## config.mk

```make
export PLATFORM = sky130hd
export DESIGN_NAME = wb_stream_writer_ctrl
export DESIGN_NICKNAME = d
export VERILOG_FILES = /design/src/rtl/wb_stream_writer_ctrl.sv
export SDC_FILE = /design/constraint.sdc
export NUM_CORES = 1
export LEC_CHECK = 0
export BUFFER_PORTS_ARGS = -buffer_cell sky130_fd_sc_hd__buf_2
export CAP_MARGIN = 20
export CORE_ASPECT_RATIO = 0.9
export CORE_UTILIZATION = 50
export DETAILED_ROUTE_END_ITERATION = 10
export PLACE_DENSITY = 0.71
export REMOVE_ABC_BUFFERS = 1
export SYNTH_ARGS = -nofsm -noshare
export SYNTH_HDL_FRONTEND = slang
export SYNTH_SLANG_ARGS = --single-unit
```

## constraint.sdc

```tcl
create_clock -name wb_clk_i -period 18.1 [get_ports wb_clk_i]
set_input_delay 0 -clock wb_clk_i [delete_from_list [all_inputs] [get_ports wb_clk_i]]
set_output_delay 0 -clock wb_clk_i [all_outputs]
set_load 0.005 [all_outputs]
```

## src/rtl/wb_stream_writer_ctrl.sv

```systemverilog
// Wishbone burst-read data mover: fetches a word buffer from memory in
// incrementing bursts and pushes every word into the downstream stream FIFO.
//
// state    | meaning
// ---------+-----------------------------------------------------------------
// ST_IDLE  | no transfer; busy/tx_cnt hold the result of the last transfer
// ST_WAIT  | transfer active, waiting for enough FIFO room for the next burst
// ST_BURST | bus cycle open, collecting beats until the last beat or an error

module wb_stream_writer_ctrl #(
    parameter int WB_AW   = 32,
    parameter int WB_DW   = 32,
    parameter int FIFO_AW = 5
) (
    input  logic                 wb_clk_i,
    input  logic                 wb_rst_i,
    output logic [WB_AW-1:0]     wbm_adr_o,
    output logic [WB_DW/8-1:0]   wbm_sel_o,
    output logic                 wbm_we_o,
    output logic                 wbm_cyc_o,
    output logic                 wbm_stb_o,
    output logic [2:0]           wbm_cti_o,
    output logic [1:0]           wbm_bte_o,
    input  logic [WB_DW-1:0]     wbm_dat_i,
    input  logic                 wbm_ack_i,
    input  logic                 wbm_err_i,
    output logic [WB_DW-1:0]     fifo_d,
    output logic                 fifo_wr,
    input  logic [FIFO_AW:0]     fifo_cnt,
    input  logic                 enable,
    input  logic [WB_AW-1:0]     start_adr,
    input  logic [WB_AW-1:0]     buf_size,
    input  logic [WB_AW-1:0]     burst_size,
    output logic                 busy,
    output logic [WB_DW-1:0]     tx_cnt
);

    localparam int unsigned DEPTH   = 2**FIFO_AW;
    localparam logic [2:0]  CTI_INC = 3'b010;
    localparam logic [2:0]  CTI_EOB = 3'b111;

    typedef enum logic [1:0] {
        ST_IDLE,
        ST_WAIT,
        ST_BURST
    } state_t;

    state_t             r_state,    w_state_nxt;
    logic [WB_AW-1:0]   r_start,    w_start_nxt;
    logic [WB_AW-1:0]   r_buf_size, w_buf_size_nxt;
    logic [WB_AW-1:0]   r_burst,    w_burst_nxt;
    logic [WB_AW-1:0]   r_tx_cnt,   w_tx_cnt_nxt;
    logic [WB_AW-1:0]   r_beats,    w_beats_nxt;
    logic [WB_AW-1:0]   r_adr,      w_adr_nxt;
    logic [2:0]         r_cti,      w_cti_nxt;
    logic               r_cyc,      w_cyc_nxt;
    logic [WB_DW-1:0]   r_fifo_d,   w_fifo_d_nxt;
    logic               r_fifo_wr,  w_fifo_wr_nxt;
    logic               r_busy,     w_busy_nxt;
    // Set on the way back from a burst: the final fifo_wr of that burst is
    // not yet visible in fifo_cnt, so the room check skips one cycle.
    logic               r_hold,     w_hold_nxt;

    logic [WB_AW-1:0]   w_rem;
    logic [WB_AW-1:0]   w_len;
    logic [WB_AW-1:0]   w_free;
    logic [WB_AW-1:0]   w_tx_inc;

    assign w_rem    = r_buf_size - r_tx_cnt;
    assign w_len    = (r_burst < w_rem) ? r_burst : w_rem;
    assign w_free   = WB_AW'(DEPTH) - WB_AW'(fifo_cnt);
    assign w_tx_inc = r_tx_cnt + WB_AW'(1);

    // Next-state and next-register values; everything holds unless changed.
    always_comb begin
        w_state_nxt    = r_state;
        w_start_nxt    = r_start;
        w_buf_size_nxt = r_buf_size;
        w_burst_nxt    = r_burst;
        w_tx_cnt_nxt   = r_tx_cnt;
        w_beats_nxt    = r_beats;
        w_adr_nxt      = r_adr;
        w_cti_nxt      = r_cti;
        w_cyc_nxt      = r_cyc;
        w_fifo_d_nxt   = r_fifo_d;
        w_fifo_wr_nxt  = 1'b0;
        w_busy_nxt     = r_busy;
        w_hold_nxt     = 1'b0;

        unique case (r_state)
            ST_IDLE: begin
                if (enable && (buf_size != '0)) begin
                    w_start_nxt    = start_adr;
                    w_buf_size_nxt = buf_size;
                    w_burst_nxt    = (burst_size == '0) ? WB_AW'(1) : burst_size;
                    w_tx_cnt_nxt   = '0;
                    w_busy_nxt     = 1'b1;
                    w_state_nxt    = ST_WAIT;
                end
            end
            ST_WAIT: begin
                if (!r_hold && (w_free >= w_len)) begin
                    w_cyc_nxt   = 1'b1;
                    w_adr_nxt   = r_start + (r_tx_cnt << 2);
                    w_cti_nxt   = (w_len == WB_AW'(1)) ? CTI_EOB : CTI_INC;
                    w_beats_nxt = w_len;
                    w_state_nxt = ST_BURST;
                end
            end
            ST_BURST: begin
                if (wbm_err_i) begin
                    w_cyc_nxt   = 1'b0;
                    w_cti_nxt   = 3'b000;
                    w_busy_nxt  = 1'b0;
                    w_state_nxt = ST_IDLE;
                end else if (wbm_ack_i) begin
                    w_fifo_d_nxt  = wbm_dat_i;
                    w_fifo_wr_nxt = 1'b1;
                    w_adr_nxt     = r_adr + WB_AW'(4);
                    w_tx_cnt_nxt  = w_tx_inc;
                    w_beats_nxt   = r_beats - WB_AW'(1);
                    if (r_beats == WB_AW'(1)) begin
                        w_cyc_nxt = 1'b0;
                        w_cti_nxt = 3'b000;
                        if (w_tx_inc == r_buf_size) begin
                            w_busy_nxt  = 1'b0;
                            w_state_nxt = ST_IDLE;
                        end else begin
                            w_hold_nxt  = 1'b1;
                            w_state_nxt = ST_WAIT;
                        end
                    end else if (r_beats == WB_AW'(2)) begin
                        w_cti_nxt = CTI_EOB;
                    end
                end
            end
            default: begin
                w_state_nxt = ST_IDLE;
            end
        endcase
    end

    // State and datapath registers; reset clears the bus cycle immediately.
    always_ff @(posedge wb_clk_i or posedge wb_rst_i) begin
        if (wb_rst_i) begin
            r_state    <= ST_IDLE;
            r_start    <= '0;
            r_buf_size <= '0;
            r_burst    <= '0;
            r_tx_cnt   <= '0;
            r_beats    <= '0;
            r_adr      <= '0;
            r_cti      <= 3'b000;
            r_cyc      <= 1'b0;
            r_fifo_d   <= '0;
            r_fifo_wr  <= 1'b0;
            r_busy     <= 1'b0;
            r_hold     <= 1'b0;
        end else begin
            r_state    <= w_state_nxt;
            r_start    <= w_start_nxt;
            r_buf_size <= w_buf_size_nxt;
            r_burst    <= w_burst_nxt;
            r_tx_cnt   <= w_tx_cnt_nxt;
            r_beats    <= w_beats_nxt;
            r_adr      <= w_adr_nxt;
            r_cti      <= w_cti_nxt;
            r_cyc      <= w_cyc_nxt;
            r_fifo_d   <= w_fifo_d_nxt;
            r_fifo_wr  <= w_fifo_wr_nxt;
            r_busy     <= w_busy_nxt;
            r_hold     <= w_hold_nxt;
        end
    end

    assign wbm_adr_o = r_adr;
    assign wbm_sel_o = {(WB_DW/8){r_cyc}};
    assign wbm_we_o  = 1'b0;
    assign wbm_cyc_o = r_cyc;
    assign wbm_stb_o = r_cyc;
    assign wbm_cti_o = r_cti;
    assign wbm_bte_o = 2'b00;
    assign fifo_d    = r_fifo_d;
    assign fifo_wr   = r_fifo_wr;
    assign busy      = r_busy;
    assign tx_cnt    = WB_DW'(r_tx_cnt);

endmodule

```

* Word-level counts from Yosys, hierarchy flattened
Index checks and enable logic that the tools add are counted.
Operators by class: add/sub/neg operators 6, $lt $le $gt $ge 2, equality and inequality tests 14, muxes and demuxes 47, bitwise gates (word level) 1, reductions and logical operators 16
Operators with widths (number):
- 32-bit two-way mux | 11
- 32-bit case mux with 2 select lines | 3
- 32-bit by 1-bit equality test with 1-bit output (second input constant) | 2
- 32-bit by 1-bit adder with 32-bit output (second input constant) | 1
- 32-bit by 3-bit adder with 32-bit output (second input constant) | 1
- 32-bit adder | 1
- 32-bit by 2-bit equality test with 1-bit output (second input constant) | 1
- 32-bit equality test | 1
- 32-bit >= comparator | 1
- 32-bit zero test | 1
- 32-bit < comparator | 1
- 32-bit nonzero test | 1
- 32-bit by 1-bit subtractor with 32-bit output (second input constant) | 1
- 32-bit subtractor | 1
- 4-bit AND reduction | 5
- 1-bit two-way mux | 18
- 3-bit two-way mux | 6
- 2-bit two-way mux | 5
- 3-bit != test (second input constant) | 3
- 2-bit != test (second input constant) | 4
- 6-bit by 6-bit subtractor with 7-bit output (first input constant) | 1
- 2-bit case mux with 3 select lines | 1
- 3-bit case mux with 2 select lines | 1
- 5-bit AND reduction | 1
- 11 further kinds | 14
Word-level totals: flip-flop bits (word level) 233, output and inout bits 110, word-level logic and storage cells 99

* Logic depth before layout (Yosys ltp)
Gate-level depths: netlist of run 1.
word-level depth 7, depth in mapped cells 34

* Least setup slack after synthesis of run 1
No wires, ideal clock.
kind register to register, start point register r_tx_cnt[9] (netlist: tx_cnt[9]), end point register r_adr[4] (netlist: wbm_adr_o[4]), library setup time 0.077 ns, arrival time 7.228 ns, required time 18.023 ns, slack 10.794 ns, cell stages (with the launch flop) 34, path buffers 6, clock period less this slack 7.306 ns, cells stage by stage dfrtp_1 -> inv_1 -> ha_1 -> clkbuf_1 -> a211o_1 -> a221oi_2 -> nor3b_1 -> o31a_1 -> nor3_1 -> a21oi_1 -> o21ai_0 -> xnor2_1 -> ha_1 -> a21o_1 -> a21o_1 -> a221oi_1 -> o31ai_1 -> or2_1 -> clkbuf_1 -> clkbuf_1 -> buf_2 -> a21oi_1 -> ha_1 -> nand2b_1 -> a2111oi_0 -> o21bai_1 -> a311o_1 -> a211oi_2 -> a22oi_1 -> nand2_1 -> clkbuf_1 -> buf_1 -> o22ai_1 -> a21oi_1
Between the ends: word-level cells in the longest chain between the ends 7
RTL lines:
- from (decl) | RTL line 52 | logic [WB_AW-1:0] r_tx_cnt, w_tx_cnt_nxt;
- from (signal assigned) | RTL line 164 | r_tx_cnt <= w_tx_cnt_nxt;
- 32-bit subtractor * | RTL line 69 | assign w_rem = r_buf_size - r_tx_cnt;
- 32-bit < comparator | RTL line 70 | assign w_len = (r_burst < w_rem) ? r_burst : w_rem;
- 32-bit two-way mux * | RTL line 70
- 32-bit >= comparator * | RTL line 102 | if (!r_hold && (w_free >= w_len)) begin
- 1-bit logical AND * | RTL line 102
- 2-bit != test (no source line) *
- 4-bit AND reduction (no source line) *
- to (signal assigned) | RTL line 166 | r_adr <= w_adr_nxt;
- to (decl) | RTL line 54 | logic [WB_AW-1:0] r_adr, w_adr_nxt;
Mark *: on every way between the ends. The rest lies on a longest branch, timed or not. A chain may end at the register's enable or synchronous reset.

* Worst setup path in the final report of run 1
start point register r_tx_cnt[4] (netlist: tx_cnt[4]), end point register r_adr[31] (netlist: wbm_adr_o[31])
Between the ends: word-level cells in the longest chain between the ends 7, elaborated cells between the ends (all ways) 10, those cells by class add/sub: 2; order compare: 2; eq/ne: 1; mux: 3; reduce/logical: 2
RTL lines (RTL line):
- 32-bit subtractor | 69
- 32-bit < comparator | 70
- 32-bit two-way mux | 70
- 32-bit >= comparator | 102
- 1-bit logical AND | 102
- 2-bit != test (no source line)
- 4-bit AND reduction (no source line)
Several ways; a longest one is shown, not always the timed one. The select of a mux whose other input is x is not followed.

==> metrics.cfg, run 1 <==
[placed_design]
placed_cell_area_mm2=0.0186
dp.cells=2584
dpl.hpwl_um=38400
gp_congestion=0.919
numPortBuffers=245

[critical_path]
start_kind=flop
cp.required_ns=18.54
arrival_ns=9.80
worstPathMaxFanout=93
crit_type=flop to flop
crit_path_end_kind=flop
crit_top_cell=ha_1
slowest_delay_ns=0.77
slowest_stage=or2_1
rrSetupSlack_ns=8.74

[sta]
hold_violations=0
period_share_pct=51.7
setup_viol=0
final.min_clock_period_ns=9.36
report.final.slew_viol_count=0
max_freq_mhz=107
clock_skew_ns=0.0161
max_slew_margin_pct=27.6
rsz0062_at_grt=false
worstMarginPinSlew_ns=1.06
fin_tns_setup_ns=0

[clock_tree]
holdBufCountCts=131
clock_latency_ns=0.57
post_cts_resized=0
cts_htree_levels=1
cts_tree=built
cts_sinks=232
post-cts-setup-buffers=0
cts_made_buffers=27
cts_buffer_depth=3
root_buffer=clkbuf_16
cts.clk_slew.worst_paths_ns=0.06

[job]
drv_cap=0

[floorplanning]
die_height_um=177
die_area_mm2=0.0347
initial_core_util_pct=51.2
die_x_um=196
rows=63
io-pin-count=249
core_area_mm2=0.0332

[detailed_routing]
firstDrtPassIters=5
wl_per_cell_um=19.5
drtAntennaViolNets=0
routed_wl_um=53900
drt-initial-drc-count=1209
vias=16500
drc_errors=0
vias_per_cell=5.98

[synthesis]
synth-main-ff-cell=dfrtp_1
ys_warn_count=0
synth_edf_count=0
ys_ff_latch=232
syn_area_per_cell_um2=8.69
yosysSeqAreaShare_pct=34.2
synth_area_mm2=0.0170
synthArstFlopShare_pct=100
synth.distinct_cells=85
syn_inst=1956

[power_and_ir_drop]
power.density_mw_per_mm2=203
total_power_mw=4.22
ir_drop_mv=0.151
leakage_nw=9.35

[min_path]
hp-class=input port to async pin

[finish]
num-fill-cells=2852
multi_input_area_mm2=0.0105
fin_cells=2764
nets=2563
fin_area_mm2=0.0208
syn2layout_area_growth_pct=22.3
drive_gt1_share_pct=18.1
regArea_mm2=0.00581
n_antenna_cell=0

[global_routing]
grt_pass1_vias=16000
grt_max_degree=98
grt_use_total_pct=30.7
grt_pass1_wl_um=85000
antenna_found_initial=0
grt-ovfl-total=0

[run_status]
status=completed

==> worst max-delay path, delay by kind of cell (launching register included) <==
kind            cells  cell delay, ns
buf+inv             4            1.04
simple gates        6            1.67
compound gates     16            4.50
flops               1            0.60
fa+ha+maj           3            1.01
xor+xnor            1            0.29
==> metrics by stage <==
step,hold WS (ns),util [%],worst slack (ns)
after floorplan,0.105,-,5.61
after global placement,0.164,55.9,9.32
after detailed placement,0.169,55.9,8.95
after CTS,0.0905,62.6,8.90
after global routing,0.165,62.6,8.05
final,0.0980,62.6,8.74
==> cell families (layout without fill, tap and decap cells) <==
logic type / after synthesis / in the layout / share of synthesized area [%]
flip-flops: 232 / 232 / 34.2
AND/OR/NAND/NOR: 679 / 679 / 19.8
adder cells (fa/ha/maj): 135 / 135 / 10.0
XOR/XNOR: 96 / 96 / 4.95
buffers and inverters: 169 / 520 / 3.97
multiplexers: 113 / 113 / 7.39
AO/OA/AOI/OAI: 531 / 531 / 19.7
other: 1 / 3 / 0.0221
==> final timing paths <==
path	cells after the start	to	startpoint
worst max-delay path	30	wbm_adr_o[31]$_DFFE_PP0P_	tx_cnt[4]$_DFFE_PP0P_
worst max register to register	30	wbm_adr_o[31]$_DFFE_PP0P_	tx_cnt[4]$_DFFE_PP0P_
min in group wb_clk_i	5	busy$_DFFE_PP0P_	enable
max in group asynchronous	4	r_start[0]$_DFFE_PP0P_	wb_rst_i
worst min register to register	2	fifo_d[23]$_DFFE_PP0P_	fifo_d[23]$_DFFE_PP0P_
worst min-delay path	3	r_beats[3]$_DFFE_PP0P_	wb_rst_i
==> power by group <==
| group | internal [mW] | leakage (nW) | switching (mW) |
|---|---|---|---|
| Sequential | 0.754 | 2.82 | 0.272 |
| Combinational | 1.08 | 6.10 | 1.55 |
| Clock | 0.335 | 0.434 | 0.232 |
| Total | 2.17 | 9.35 | 2.05 |
==> state kept, by name, indices dropped and copies added, names as in the netlist <==
name and cells:
r_hold 1, r_state 2, fifo_wr 1, r_beats 32, tx_cnt 32, busy 1
wbm_adr_o 32, fifo_d 32, r_start 32, wbm_cti_o 2, r_burst 32, wbm_cyc_o 1
r_buf_size 32
==> placed cells by master (no fill, tap or decap), drive strengths merged, types with 36 or more instances in the layout <==
cell type	n
a21oi	156
and3	36
buf	256
clkbuf	38
dfrtp	232
dlygate4sd3	131
ha	133
inv	84
mux2	97
nand2	219
nand3	70
nand4	42
nor2	124
nor3	41
o21ai	142
xnor2	68
==> cell type report <==
cell class                 count  share of cell area, %
inverter                      84                   1.55
tap                          455                   2.74
multi-input combinational   1557                   50.8
clock inverter                11                  0.747
clock buffer                  38                   3.64
timing repair buffer         387                   12.6
sequential                   232                   27.9
==> cell usage after synthesis, drive strengths merged (26+ instances only) <==
cell type / number / area [µm²]
inv: 83 / 312
o21ai: 142 / 711
and3: 36 / 225
xor2: 28 / 245
dfrtp: 232 / 5810
a21oi: 156 / 781
or3: 26 / 163
nor3: 41 / 205
nand4: 42 / 278
ha: 133 / 1660
mux2: 97 / 1100
nor2: 124 / 465
clkbuf: 63 / 240
nand3: 70 / 355
nor4: 33 / 213
xnor2: 68 / 596
a21o: 31 / 233
nand2: 219 / 822
==> per-layer routing <==
metal  up-vias  GRT usage, %  part of all wire [%]
met5         -             0                     0
met4         0          12.8                   4.3
met3       138          4.84                   6.6
met2       666          49.1                    45
met1      7853          41.4                    44
li1       7867             -                     -
No activity file was read; power rests on OpenSTA's default activity.
==> run 2: changes to the inputs <==
--- a/config.mk
+++ b/config.mk
@@ -10,7 +10,7 @@
 export CORE_ASPECT_RATIO = 0.9
 export CORE_UTILIZATION = 50
 export DETAILED_ROUTE_END_ITERATION = 10
-export PLACE_DENSITY = 0.71
+export PLACE_DENSITY = 0.74
 export REMOVE_ABC_BUFFERS = 1
 export SYNTH_ARGS = -nofsm -noshare
 export SYNTH_HDL_FRONTEND = slang
==> constraint.sdc (replaced) <==
create_clock -name wb_clk_i -period 8.1 [get_ports wb_clk_i]
set_input_delay 0 -clock wb_clk_i [delete_from_list [all_inputs] [get_ports wb_clk_i]]
set_output_delay 0 -clock wb_clk_i [all_outputs]
set_load 0.005 [all_outputs]
==> run 2 against run 1 <==
Net effect: maximum frequency up 21%; critical endpoint is now wbm_adr_o[21]$_DFFE_PP0P_; largest power group unchanged; clock-buffer cell count down 4; clock skew about the same.
==> metrics.cfg, run 2 (synthesis gave the netlist of run 1 again) <==
[run_status]
status=completed  ; unchanged

[power_and_ir_drop]
leakage_nw=9.65  ; was 9.35 nW
power.density_mw_per_mm2=472  ; was 203 mW/mm²
ir_drop_mv=0.234  ; was 0.151 mV

[clock_tree]
cts_buffer_depth=3  ; unchanged
cts_made_buffers=27  ; unchanged
clock_latency_ns=0.57  ; about the same
cts.clk_slew.worst_paths_ns=0.06  ; about the same
cts_htree_levels=1  ; unchanged
cts_tree=built  ; unchanged
cts_sinks=232  ; unchanged
root_buffer=clkbuf_16  ; unchanged

[sta]
final.min_clock_period_ns=7.76  ; was 9.36 ns
report.final.slew_viol_count=0  ; unchanged
worstMarginPinSlew_ns=0.980  ; was 1.06 ns
holdWs_ns=0.0790  ; was 0.0980 ns
period_share_pct=95.8  ; was 51.7%
fin_tns_setup_ns=0  ; unchanged
hold_violations=0  ; unchanged
max_slew_margin_pct=34.4  ; was 27.6%
rsz0062_at_grt=true  ; was false
clock_skew_ns=0.0156  ; was 0.0161 ns
setup_viol=0  ; unchanged
fin_ws_ns=0.338  ; was 8.74 ns
max_freq_mhz=129  ; was 107 MHz

[placed_design]
numPortBuffers=245  ; unchanged
gp_congestion=0.954  ; was 0.919
place_ws_ns=-0.333  ; was 8.95 ns
placed_cell_area_mm2=0.0188  ; was 0.0186 mm²
dpl.hpwl_um=39100  ; was 38400 µm

[critical_path]
crit_path_end_kind=flop  ; unchanged
start_kind=flop  ; unchanged
slowest_delay_ns=0.45  ; was 0.77 ns
rrSetupSlack_ns=0.34  ; was 8.74 ns
arrival_ns=8.22  ; was 9.80 ns
crit_type=flop to flop  ; unchanged
worstPathMaxFanout=15  ; was 93
slowest_stage=a2111oi_0  ; was or2_1
cp.required_ns=8.56  ; was 18.54 ns
crit_top_cell=ha_1  ; unchanged

[finish]
num-fill-cells=2654  ; was 2852
syn2layout_area_growth_pct=25.7  ; was 22.3%
drive_gt1_share_pct=20.1  ; was 18.1%
final_cell_mix=245 x buf_2, 228 x dfrtp_1, 218 x nand2_1  ; was 245 x buf_2, 232 x dfrtp_1, 218 x nand2_1
layout_commonest_cell=buf_2  ; unchanged
fin_area_mm2=0.0214  ; was 0.0208 mm²
nets=2599  ; was 2563

[global_routing]
grt-ovfl-total=0  ; unchanged
grt_pass1_wl_um=86100  ; was 85000 µm
antenna_found_initial=1  ; was 0
grt_pass1_vias=16300  ; was 16.0k
grt_max_degree=117  ; was 98
grt_use_total_pct=31.0  ; was 30.7%

[detailed_routing]
wl_per_cell_um=19.5  ; about the same
routed_wl_um=54600  ; was 53900 µm
drtAntennaViolNets=0  ; unchanged
firstDrtPassIters=5  ; unchanged
drt-initial-drc-count=1197  ; was 1209
vias_per_cell=6.03  ; was 5.98
drc_errors=0  ; unchanged
vias=16900  ; was 16.5k

[floorplanning]
initial_core_util_pct=51.2  ; unchanged
core_area_mm2=0.0332  ; unchanged
die_height_um=177  ; unchanged
die_x_um=196  ; unchanged
die_area_mm2=0.0347  ; unchanged
rows=63  ; unchanged
io-pin-count=249  ; unchanged

[job]
drv_cap=0  ; unchanged

[min_path]
hp-class=input port to flop  ; was input port to async pin

## run 2: changes by cell type in the layout (fill, tap and decap cells not counted), moves of 2 or more
cell and change:
buf_4 +33, clkinvlp_4 -3, bufinv_16 +9, clkbuf_1 -3, dfrtp_1 -4, dfrtp_2 +4
buf_12 +2
## run 2: worst max-delay path, delay by kind of cell (launching register included)
family,cells,cell delay (ns)
adders and majority gates,4,1.22
AOI/OAI and AO/OA,14,4.19
buffers and inverters,3,0.57
DFF,1,0.38
and+or+nand+nor,7,1.28
## run 2: worst paths after layout
| kind | start | to | cells past startpoint |
|---|---|---|---|
| setup / recovery | tx_cnt[0]$_DFFE_PP0P_ | wbm_adr_o[21]$_DFFE_PP0P_ | 28 |
| hold / removal | enable | busy$_DFFE_PP0P_ | 5 |
| setup reg to reg | tx_cnt[0]$_DFFE_PP0P_ | wbm_adr_o[21]$_DFFE_PP0P_ | 28 |
| hold reg to reg | fifo_d[4]$_DFFE_PP0P_ | fifo_d[4]$_DFFE_PP0P_ | 2 |
| max in group asynchronous | wb_rst_i | fifo_d[26]$_DFFE_PP0P_ | 4 |
| min in group asynchronous | wb_rst_i | r_burst[2]$_DFFE_PP0P_ | 3 |
## run 2: timing repair
action | CTS | global route
hold buffers | 131 | 0
setup buffers | 0 | 4
gates cloned | 0 | 0
endpoints found under the setup margin | 1 | 64
pin swaps | 0 | 2
endpoints found under the hold margin | 245 | 0
resized for setup | 5 | 16
## run 2: report_power, final
group / internal [mW] / switching (mW) / leakage (nW) / total (mW)
registers: 1.69 / 0.575 / 2.81 / 2.26
clock network: 1.02 / 0.533 / 0.541 / 1.55
logic: 2.63 / 3.63 / 6.30 / 6.26
total: 5.33 / 4.74 / 9.65 / 10.1
## run 2: layout make-up
class	instances	area [µm²]	area share [%]
Timing Repair Buffer	423	2910	13.6
Multi-Input combinational cell	1557	10600	49.7
Clock inverter	16	387	1.81
Antenna cell	1	2.50	0.0117
Sequential cell	232	5810	27.2
Clock buffer	34	732	3.43
Inverter	84	323	1.51
Tap cell	455	569	2.67
## run 2: layer usage
metal	track usage [%]	part of all wire, %	vias up
met5	0	0.026	-
met1	41.6	42	7985
met2	49.1	45	795
li1	-	-	7943
met3	5.09	7.8	183
met4	13.9	4.7	2
## run 2: per-stage QoR
step | power, mW | cells | utilization (%)
3_5_place_dp | 8.18 | 2616 | 56.7
5_1_grt | 10.8 | 2801 | 64.3
6_report | 10.1 | 2802 | 64.4
3_3_place_gp | 7.97 | 2616 | 56.7
2_1_floorplan | 6.24 | 1873 | -
4_1_cts | 9.83 | 2797 | 64.1
==> run 3: changes to the inputs <==
--- a/config.mk
+++ b/config.mk
@@ -5,12 +5,13 @@
 export SDC_FILE = /design/constraint.sdc
 export NUM_CORES = 1
 export LEC_CHECK = 0
+export ABC_AREA = 1
 export BUFFER_PORTS_ARGS = -buffer_cell sky130_fd_sc_hd__buf_2
 export CAP_MARGIN = 20
 export CORE_ASPECT_RATIO = 0.9
 export CORE_UTILIZATION = 50
 export DETAILED_ROUTE_END_ITERATION = 10
-export PLACE_DENSITY = 0.74
+export PLACE_DENSITY = 0.71
 export REMOVE_ABC_BUFFERS = 1
 export SYNTH_ARGS = -nofsm -noshare
 export SYNTH_HDL_FRONTEND = slang
==> constraint.sdc (replaced) <==
create_clock -name wb_clk_i -period 9.2 [get_ports wb_clk_i]
set_input_delay 0 -clock wb_clk_i [delete_from_list [all_inputs] [get_ports wb_clk_i]]
set_output_delay 0 -clock wb_clk_i [all_outputs]
set_load 0.005 [all_outputs]
==> run 3 against run 2 <==
Net effect: sequential cell count is the same; clock skew shrank 0.0023 ns; hold slack better by 0.035 ns; sequential share of layout area shrank 1.1 points; clock-buffer cell count up 2; total power shrank 18%; maximum frequency is 31% higher; sequential power decreased by 19%; routed wire length rose by 15%.
==> metrics.cfg, run 3 <==
[finish]
syn2layout_area_growth_pct=21.4  ; was 25.7%
n_antenna_cell=0  ; was 1
drive_gt1_share_pct=12.1  ; was 20.1%
fin_cells=3589  ; was 2802
layout_commonest_cell=nand2_1  ; was buf_2
nets=3368  ; was 2599
num-fill-cells=3319  ; was 2654
final_util_pct=61.5  ; was 64.4%
final_cell_mix=1038 x nand2_1, 288 x inv_1, 246 x buf_2  ; was 245 x buf_2, 228 x dfrtp_1, 218 x nand2_1

[synthesis]
synth_area_leaders=dfrtp_1 32%, nand2_1 21%, ha_1 9.1%  ; was dfrtp_1 34%, ha_1 9.8%, mux2_2 6.4%
synthArstFlopShare_pct=100  ; unchanged
ys_warn_count=0  ; unchanged
ys_ff_latch=232  ; unchanged
yosysSeqAreaShare_pct=31.7  ; was 34.2%
synth_most_common_cell=nand2_1  ; was dfrtp_1
synth-main-ff-cell=dfrtp_1  ; unchanged
synth.distinct_cells=58  ; was 85
synth_largest_area_cell=dfrtp_1  ; unchanged
yosysTopAreaCellShare_pct=31.7  ; was 34.2%
syn_inst=2744  ; was 1956
syn_area_per_cell_um2=6.67  ; was 8.69 µm²
synth_area_mm2=0.0183  ; was 0.0170 mm²
synth_edf_count=0  ; unchanged
synthTopCellsByCount=1038 x nand2_1, 290 x inv_1, 232 x dfrtp_1  ; was 232 x dfrtp_1, 219 x nand2_1, 156 x a21oi_1

[floorplanning]
io-pin-count=249  ; unchanged
die_x_um=204  ; was 196 µm
rows=66  ; was 63
die_height_um=183  ; was 177 µm
initial_core_util_pct=50.7  ; was 51.2%
die_area_mm2=0.0374  ; was 0.0347 mm²
core_area_mm2=0.0361  ; was 0.0332 mm²

[critical_path]
worstReg2RegStart=tx_cnt[6]$_DFFE_PP0P_  ; was tx_cnt[0]$_DFFE_PP0P_
cp.required_ns=9.65  ; was 8.56 ns
startpoint=tx_cnt[6]$_DFFE_PP0P_  ; was tx_cnt[0]$_DFFE_PP0P_
worstPathMaxFanout=48  ; was 15
crit_top_cell=nand2_1  ; was ha_1
crit_path_end_kind=flop  ; unchanged
start_kind=flop  ; unchanged
slowest_stage=dfrtp_1  ; was a2111oi_0
arrival_ns=6.40  ; was 8.22 ns
crit_type=flop to flop  ; unchanged
slowest_delay_ns=0.54  ; was 0.45 ns

[sta]
rsz0062_at_grt=false  ; was true
period_share_pct=64.6  ; was 95.8%
clock_skew_ns=0.0133  ; was 0.0156 ns
setup_viol=0  ; unchanged
max_slew_margin_pct=24.2  ; was 34.4%
max_freq_mhz=168  ; was 129 MHz
worstMarginPinSlew_ns=1.13  ; was 0.980 ns
report.final.slew_viol_count=0  ; unchanged
final.min_clock_period_ns=5.95  ; was 7.76 ns
fin_tns_setup_ns=0  ; unchanged
hold_violations=0  ; unchanged
holdWs_ns=0.114  ; was 0.0790 ns

[clock_tree]
cts_made_buffers=27  ; unchanged
root_buffer=clkbuf_16  ; unchanged
cts_tree=built  ; unchanged
cts.clk_slew.worst_paths_ns=0.07  ; was 0.06 ns
post-cts-setup-buffers=0  ; unchanged
clock_latency_ns=0.56  ; was 0.57 ns
cts_htree_levels=1  ; unchanged
cts_sinks=232  ; unchanged
cts_buffer_depth=3  ; unchanged

[detailed_routing]
drt-initial-drc-count=1847  ; was 1197
firstDrtPassIters=6  ; was 5
drtAntennaViolNets=0  ; unchanged
drc_errors=0  ; unchanged
wl_per_cell_um=17.5  ; was 19.5 µm
vias=19500  ; was 16.9k
routed_wl_um=62800  ; was 54600 µm
vias_per_cell=5.42  ; was 6.03

[power_and_ir_drop]
switching_share_pct=52.7  ; was 47.1%
power.internal_mw=3.92  ; was 5.33 mW
total_power_mw=8.29  ; was 10.1 mW
comb_power_share_pct=64.1  ; was 62.1%
power.clock.fraction_pct=13.7  ; was 15.4%
p_seq_share_pct=22.2  ; was 22.4%
ir_drop_mv=0.244  ; was 0.234 mV
leakage_nw=11.7  ; was 9.65 nW
p_switching_mw=4.37  ; was 4.74 mW
power.density_mw_per_mm2=373  ; was 472 mW/mm²

[global_routing]
antenna_found_initial=1  ; unchanged
grt_pass1_wl_um=97500  ; was 86100 µm
grt_pass1_vias=17800  ; was 16.3k
grt-ovfl-total=0  ; unchanged
grt_use_total_pct=33.2  ; was 31.0%
grt_max_degree=96  ; was 117

[placed_design]
dpl.hpwl_um=47000  ; was 39100 µm
numPortBuffers=245  ; unchanged
dp.cells=3407  ; was 2616
gp_congestion=0.982  ; was 0.954

[min_path]
hp-class=input port to async pin  ; was input port to flop

[run_status]
status=completed  ; unchanged

[job]
drv_cap=0  ; unchanged

-- run 3: layout make-up --
type | instances | area (µm²) | share of cell area (%)
well taps | 476 | 596 | 2.68
inverters | 304 | 1150 | 5.17
clock buffers | 36 | 739 | 3.33
clock inverters | 12 | 165 | 0.744
multi-input cells | 2133 | 11000 | 49.7
flip-flops and latches | 232 | 5810 | 26.2
repair buffers | 396 | 2720 | 12.3
-- run 3: logic make-up after synthesis --
logic type	share of synthesized area, %
buffers and inverters	8.11
other	0.0205
AND/OR/NAND/NOR	35.9
adder cells (fa/ha/maj)	9.32
multiplexers	0.0547
flip-flops	31.7
AO/OA/AOI/OAI	11.0
XOR/XNOR	3.89
-- run 3: per-layer routing --
metal | up-vias | track usage [%] | wire length [µm]
li1 | 9549 | - | -
met1 | 9026 | 49.1 | 28900
met2 | 801 | 48.7 | 26300
met3 | 86 | 7.57 | 6180
met4 | 2 | 7.94 | 1500
met5 | - | 0 | 9
-- run 3: power by group through the flow --
| stage | Combinational (mW) | Sequential (mW) | Clock (mW) |
|---|---|---|---|
| global route | 5.99 | 1.89 | 1.19 |
| CTS | 5.17 | 1.82 | 1.15 |
| floorplan | 3.52 | 1.73 | 0 |
| finish | 5.31 | 1.84 | 1.14 |
| global placement | 5.02 | 1.83 | 0 |
| detailed placement | 5.10 | 1.83 | 0 |
-- run 3: what timing repair did --
item / CTS / global route
endpoints found under the hold margin: 227 / 0
gates resized for setup: 0 / 0
hold buffers: 132 / 0
-- run 3: worst paths after layout --
check | end | slack [ns] | cells after the start
setup / recovery | wbm_adr_o[22]$_DFFE_PP0P_ | 3.25 | 35
hold / removal | r_buf_size[31]$_DFFE_PP0P_ | 0.11 | 3
setup reg to reg | wbm_adr_o[22]$_DFFE_PP0P_ | 3.25 | 35
hold reg to reg | fifo_d[7]$_DFFE_PP0P_ | 0.47 | 2
max in group asynchronous | r_beats[8]$_DFFE_PP0P_ | 7.62 | 4
min in group wb_clk_i | r_start[15]$_DFFE_PP0P_ | 0.17 | 4
-- run 3: per-stage QoR --
stage	worst slack, ns	cell area, µm²
2_1_floorplan	1.21	18000
3_3_place_gp	2.92	19900
3_5_place_dp	2.78	19900
4_1_cts	2.77	22200
5_1_grt	2.69	22200
6_report	3.25	22200
-- run 3: critical path, delay by kind of cell, from the launching register on --
family | cells | cell delay [ns]
AOI/OAI and AO/OA | 3 | 0.37
and+or+nand+nor | 22 | 2.80
adders and majority gates | 3 | 0.89
DFF | 1 | 0.54
buffers and inverters | 7 | 1.19
